===== config.mk =====
export PLATFORM = sky130hd
export DESIGN_NAME = jk_cmd_sequencer
export DESIGN_NICKNAME = d
export VERILOG_FILES = /design/src/rtl/jk_ctrl_pkg.sv /design/src/rtl/jk_cmd_fifo.sv /design/src/rtl/jk_cmd_sequencer.sv
export SDC_FILE = /design/constraint.sdc
export NUM_CORES = 1
export LEC_CHECK = 0
export CAP_MARGIN = 20
export CORE_MARGIN = 3
export CORE_UTILIZATION = 35
export DETAILED_ROUTE_END_ITERATION = 8
export MAX_ROUTING_LAYER = met4
export PLACE_DENSITY = 0.57
export SLEW_MARGIN = 20
export SYNTH_ARGS = -nofsm -noshare
export SYNTH_HDL_FRONTEND = slang
export SYNTH_SLANG_ARGS = --single-unit

===== constraint.sdc =====
create_clock -name clk -period 1.44 [get_ports clk]
set_input_delay 0.144 -clock clk [delete_from_list [all_inputs] [get_ports clk]]
set_output_delay 0.144 -clock clk [all_outputs]
set_load 0.02 [all_outputs]

===== src/rtl/jk_ctrl_pkg.sv =====
// Shared op codes and JK encode/next-state helpers for the JK bank command path.
package jk_ctrl_pkg;

    localparam int unsigned OP_W = 2;

    typedef enum logic [OP_W-1:0] {
        OP_HOLD = 2'b00,
        OP_CLR  = 2'b01,
        OP_SET  = 2'b10,
        OP_TGL  = 2'b11
    } jk_op_e;

    // Map an op to the {j,k} pair it drives on a masked bit.
    function automatic logic [1:0] jk_encode(input jk_op_e op);
        logic [1:0] jk;
        case (op)
            OP_HOLD: jk = 2'b00;
            OP_CLR:  jk = 2'b01;
            OP_SET:  jk = 2'b10;
            OP_TGL:  jk = 2'b11;
            default: jk = 2'b00;
        endcase
        return jk;
    endfunction

    function automatic logic jk_next(input logic j, input logic k, input logic q);
        logic qn;
        case ({j, k})
            2'b00:   qn = q;
            2'b01:   qn = 1'b0;
            2'b10:   qn = 1'b1;
            default: qn = ~q;
        endcase
        return qn;
    endfunction

endpackage


===== src/rtl/jk_cmd_fifo.sv =====
// Synchronous command FIFO with registered occupancy and full/empty flags.
module jk_cmd_fifo #(
    parameter int unsigned DW    = 7,
    parameter int unsigned DEPTH = 4,
    localparam int unsigned AW   = $clog2(DEPTH),
    localparam int unsigned LW   = AW + 1
) (
    input  logic          clk,
    input  logic          rst,
    input  logic          push,
    input  logic [DW-1:0] din,
    input  logic          pop,
    output logic [DW-1:0] dout,
    output logic          full,
    output logic          empty,
    output logic [LW-1:0] level
);

    logic [DW-1:0] mem [DEPTH];
    logic [AW-1:0] wr_ptr;
    logic [AW-1:0] rd_ptr;
    logic          do_push;
    logic          do_pop;
    logic [LW-1:0] level_nxt;

    assign do_push = push & ~full;
    assign do_pop  = pop & ~empty;
    assign dout    = mem[rd_ptr];

    always_comb begin
        level_nxt = level;
        if (do_push && !do_pop) begin
            level_nxt = level + LW'(1);
        end else if (!do_push && do_pop) begin
            level_nxt = level - LW'(1);
        end
    end

    // Pointers wrap naturally since DEPTH is a power of two.
    always_ff @(posedge clk or posedge rst) begin
        if (rst) begin
            wr_ptr <= '0;
            rd_ptr <= '0;
            level  <= '0;
            full   <= 1'b0;
            empty  <= 1'b1;
        end else begin
            if (do_push) wr_ptr <= wr_ptr + AW'(1);
            if (do_pop)  rd_ptr <= rd_ptr + AW'(1);
            level <= level_nxt;
            full  <= (level_nxt == LW'(DEPTH));
            empty <= (level_nxt == '0);
        end
    end

    always_ff @(posedge clk) begin
        if (do_push) mem[wr_ptr] <= din;
    end

endmodule


===== src/rtl/jk_cmd_sequencer.sv =====
// Buffers masked JK commands, issues one per cycle as registered j/k vectors,
// and tracks a shadow copy of the bank to flag q feedback disagreement.
module jk_cmd_sequencer
    import jk_ctrl_pkg::*;
#(
    parameter int unsigned WIDTH = 5,
    parameter int unsigned DEPTH = 4,
    localparam int unsigned LW   = $clog2(DEPTH) + 1
) (
    input  logic             clk,
    input  logic             rst,
    input  logic             cmd_valid,
    output logic             cmd_ready,
    input  logic [1:0]       cmd_op,
    input  logic [WIDTH-1:0] cmd_mask,
    output logic [WIDTH-1:0] j,
    output logic [WIDTH-1:0] k,
    input  logic [WIDTH-1:0] q_fb,
    output logic [WIDTH-1:0] q_exp,
    output logic [LW-1:0]    level,
    input  logic             err_clr,
    output logic             err_sticky
);

    localparam int unsigned CW = OP_W + WIDTH;

    logic [CW-1:0]    head;
    logic             full;
    logic             empty;
    jk_op_e           head_op;
    logic [WIDTH-1:0] head_mask;
    logic [1:0]       jk_pair;
    logic [WIDTH-1:0] j_nxt;
    logic [WIDTH-1:0] k_nxt;
    logic [WIDTH-1:0] q_nxt;
    logic             err_nxt;

    jk_cmd_fifo #(
        .DW    (CW),
        .DEPTH (DEPTH)
    ) u_fifo (
        .clk   (clk),
        .rst   (rst),
        .push  (cmd_valid),
        .din   ({cmd_op, cmd_mask}),
        .pop   (~empty),
        .dout  (head),
        .full  (full),
        .empty (empty),
        .level (level)
    );

    assign cmd_ready = ~full;
    assign head_op   = jk_op_e'(head[CW-1 -: OP_W]);
    assign head_mask = head[WIDTH-1:0];

    // Issue the head command; unmasked bits and idle cycles drive hold (0,0).
    always_comb begin
        jk_pair = jk_encode(head_op);
        j_nxt   = '0;
        k_nxt   = '0;
        if (!empty) begin
            j_nxt = head_mask & {WIDTH{jk_pair[1]}};
            k_nxt = head_mask & {WIDTH{jk_pair[0]}};
        end
    end

    // Shadow bank advances with the j/k currently presented, like the real bank.
    always_comb begin
        q_nxt = q_exp;
        for (int i = 0; i < WIDTH; i++) begin
            q_nxt[i] = jk_next(j[i], k[i], q_exp[i]);
        end
    end

    always_comb begin
        err_nxt = err_sticky;
        if (q_fb != q_exp) begin
            err_nxt = 1'b1;
        end else if (err_clr) begin
            err_nxt = 1'b0;
        end
    end

    always_ff @(posedge clk or posedge rst) begin
        if (rst) begin
            j          <= '0;
            k          <= '0;
            q_exp      <= '0;
            err_sticky <= 1'b0;
        end else begin
            j          <= j_nxt;
            k          <= k_nxt;
            q_exp      <= q_nxt;
            err_sticky <= err_nxt;
        end
    end

endmodule


==> impl_metrics.ini <==
[status]
status = completed

[setup_path]
crit_cells = 3
arrival_ns = 1.58
rr_startpoint = u_fifo.rd_ptr[0]$_DFFE_PP0N_
crit_buf_inv = 1
crit_required_ns = 1.64
cp-end-kind = flip-flop
critPathKind = reg -> reg
endpoint = j[2]$_DFF_PP0_
critPathLaunchType = flip-flop
rrSetupSlack_ns = 0.06
cp_slowest_stage_delay_ns = 0.54
crit_slowest_cell = mux4_2
cp_max_fo = 6
reg2reg_to = j[2]$_DFF_PP0_
critPathTopFamily = multiplexers
crit_chain = buf_4 > mux4_2 > and3_1
startpoint = u_fifo.rd_ptr[0]$_DFFE_PP0N_
reg2regPathDepth = 3

[clocking]
clk_path_buf_depth = 2
htree_levels = 2
cts_sinks = 53
cts_root_buf = clkbuf_8
clk_latency_ns = 0.31
cts_tree = yes
numCtsBuffers = 5
cts_hold_buf = 0
clkTransAtPathRegs_ns = 0.10

[layout]
nFillCells = 588
final_nets = 251
drive_above_1_share = 0.186
diodes = 0
syn_to_final_growth_pct = 26.7
final_util = 0.468
multi_input_area_sq_um = 863
seq_area_sq_mm = 0.00147

[yosys]
async_reset_ff_frac = 0.472
synth_edf_count = 28
yosysTopAreaCell = edfxtp_1
synth_area_sq_mm = 0.00240
netlist_instances = 166
ys_top_cells_by_area = edfxtp_1 (35%), dfrtp_1 (25%), ha_1 (8.3%)
synth_cell_types = 30
syn_area_per_cell_sq_um = 14.5
ys.flop_type = edfxtp_1
yosys_warnings = 0
synth_top_cell_area_share = 0.350
syn-num-nets = 198
ys_seq_area_frac = 0.612
ys_seq_elements = 53

[timing]
tightest_slew_ns = 0.341
rsz0062_at_grt = true
max_slew_margin = 0.773
fin_skew_ns = 0.00434
holdWs_ns = 0.128
final-setup-viol-count = 0
min_period_ns = 1.38
max_freq_mhz = 725
timing_hold_violations_final = 0
finalCritPeriodShare = 0.958
finalMaxSlewViolations = 0

[route]
route.detailed.drc = 0
first_iter_violations = 63
wirelength_microns = 3910
wl_per_cell_microns = 13.2
routed-via-count = 1380
viasPerCell = 4.65
ant_nets = 0
first_pass_iters = 4

[die]
die_w_microns = 88.8
core_sq_mm = 0.00649
ios = 36
floorplan.initialDensity = 0.369
row_count = 29
fp.dieArea_sq_mm = 0.00789
die_height_microns = 88.8

[placement]
dp_hpwl_microns = 2960
portBuffers = 35
gp_congestion = 0.730

[global_routing]
grt_pass1_vias = 1295
grt_usage = 0.110
grt_pass1_wl_microns = 6280
overflow = 0
antenna_found_initial = 0
grt_max_degree = 20

[pwr]
ir_drop_v = 0.000544
cellLeakagePower_nw = 1.28
powerDensity_mw_per_mm2 = 1940

[flow_run]
drv_cap = 0

[min_path]
hold_class = in -> async
[tightest hold or removal path: stages]
cell and delay (ns):
clkdlybuf4s50_1 0.40, inv_1 0.07, buf_4 0.17
[layout make-up]
class | count | share of cell area
clock buffers | 5 | 0.0226
clock inverters | 3 | 0.00946
inverters | 17 | 0.0210
multi-input cells | 92 | 0.284
flip-flops and latches | 53 | 0.484
well taps | 77 | 0.0317
repair buffers | 50 | 0.148
[per-layer routing]
layer  track usage  wire length (microns)  up-vias  share of wire
met5             -                      0        -              0
met4        0.0371                     21        0         0.0054
met3        0.0363                    218        4          0.056
met2         0.159                   1760       38           0.45
met1         0.145                   1910      652           0.49
li1              -                      -      686              -
[power by group]
group	total (mW)	internal (mW)	leakage [nW]	switching (mW)
combinational	2.64	1.36	0.677	1.27
sequential	2.39	2.08	0.556	0.306
clock	0.873	0.367	0.0511	0.506
[logic make-up (layout without fill, tap and decap cells)]
logic type / after synthesis / in the layout / share of synthesized area
DFF: 53 / 53 / 0.612
and+or+nand+nor: 47 / 47 / 0.118
buffers and inverters: 21 / 75 / 0.0401
adders and majority gates: 16 / 16 / 0.0834
AOI/OAI and AO/OA: 11 / 11 / 0.0328
xor gates and xnor gates: 11 / 11 / 0.0401
muxes: 7 / 7 / 0.0735
[through the flow]
stage	cell area, sq um	setup TNS, ns	setup slack [ns]	power [mW]	std cells
detailed placement	2910	-4.32	-0.202	5.04	287
floorplan	2400	0	0.0178	4.09	166
global route	3040	-0.0182	-0.0176	6.38	297
CTS	2990	0	0.00139	5.79	295
global placement	2910	-4.45	-0.166	5.01	287
finish	3040	0	0.0612	5.89	297
[layout by cell type, fill, tap and decap left out, drive strengths merged, types with 2 or more instances in the layout]
| cell type | instances |
|---|---|
| a211oi | 6 |
| a31oi | 2 |
| and2 | 9 |
| and3 | 3 |
| buf | 15 |
| clkbuf | 5 |
| clkdlybuf4s50 | 15 |
| dfrtp | 24 |
| dlygate4sd2 | 17 |
| dlymetal6s2s | 3 |
| edfxtp | 28 |
| ha | 16 |
| inv | 20 |
| mux4 | 7 |
| nand2 | 5 |
| nand2b | 2 |
| nor2 | 7 |
| nor2b | 11 |
| nor3b | 5 |
| xnor2 | 7 |
| xor2 | 4 |
[synthesized netlist by cell type, drive strengths merged (2+ instances only)]
master,instances
edfxtp,28
dfrtp,24
inv,17
ha,16
nor2b,11
and2,9
mux4,7
nor2,7
xnor2,7
a211oi,6
nand2,5
nor3b,5
xor2,4
and3,3
buf,3
a31oi,2
nand2b,2
[what timing repair did]
action	CTS	global route
endpoints found under the setup margin	27	29
setup buffers	0	2
pin swaps	3	2
resized for setup	18	15
hold endpoints to repair	0	0
[flip-flops by register name, indices dropped and copies added, names as in the netlist]
| register | flops |
|---|---|
| u_fifo.rd_ptr | 2 |
| err_sticky | 1 |
| u_fifo.empty | 1 |
| j | 5 |
| u_fifo.mem | 28 |
| u_fifo.level | 3 |
| u_fifo.full | 1 |
| k | 5 |
| u_fifo.wr_ptr | 2 |
| q_exp | 5 |
[worst min-delay path by stage]
stage                     from                     end  slack [ns]
after floorplan            rst  err_sticky$_DFFE_PP0P_        0.17
after global placement     rst    q_exp[0]$_DFFE_PP0P_        0.46
after detailed placement   rst    q_exp[0]$_DFFE_PP0P_        0.46
after CTS                  rst    q_exp[0]$_DFFE_PP0P_        0.12
after global routing       rst    q_exp[0]$_DFFE_PP0P_        0.13
final                      rst    q_exp[0]$_DFFE_PP0P_        0.13
(Power assumes the default switching activity.)
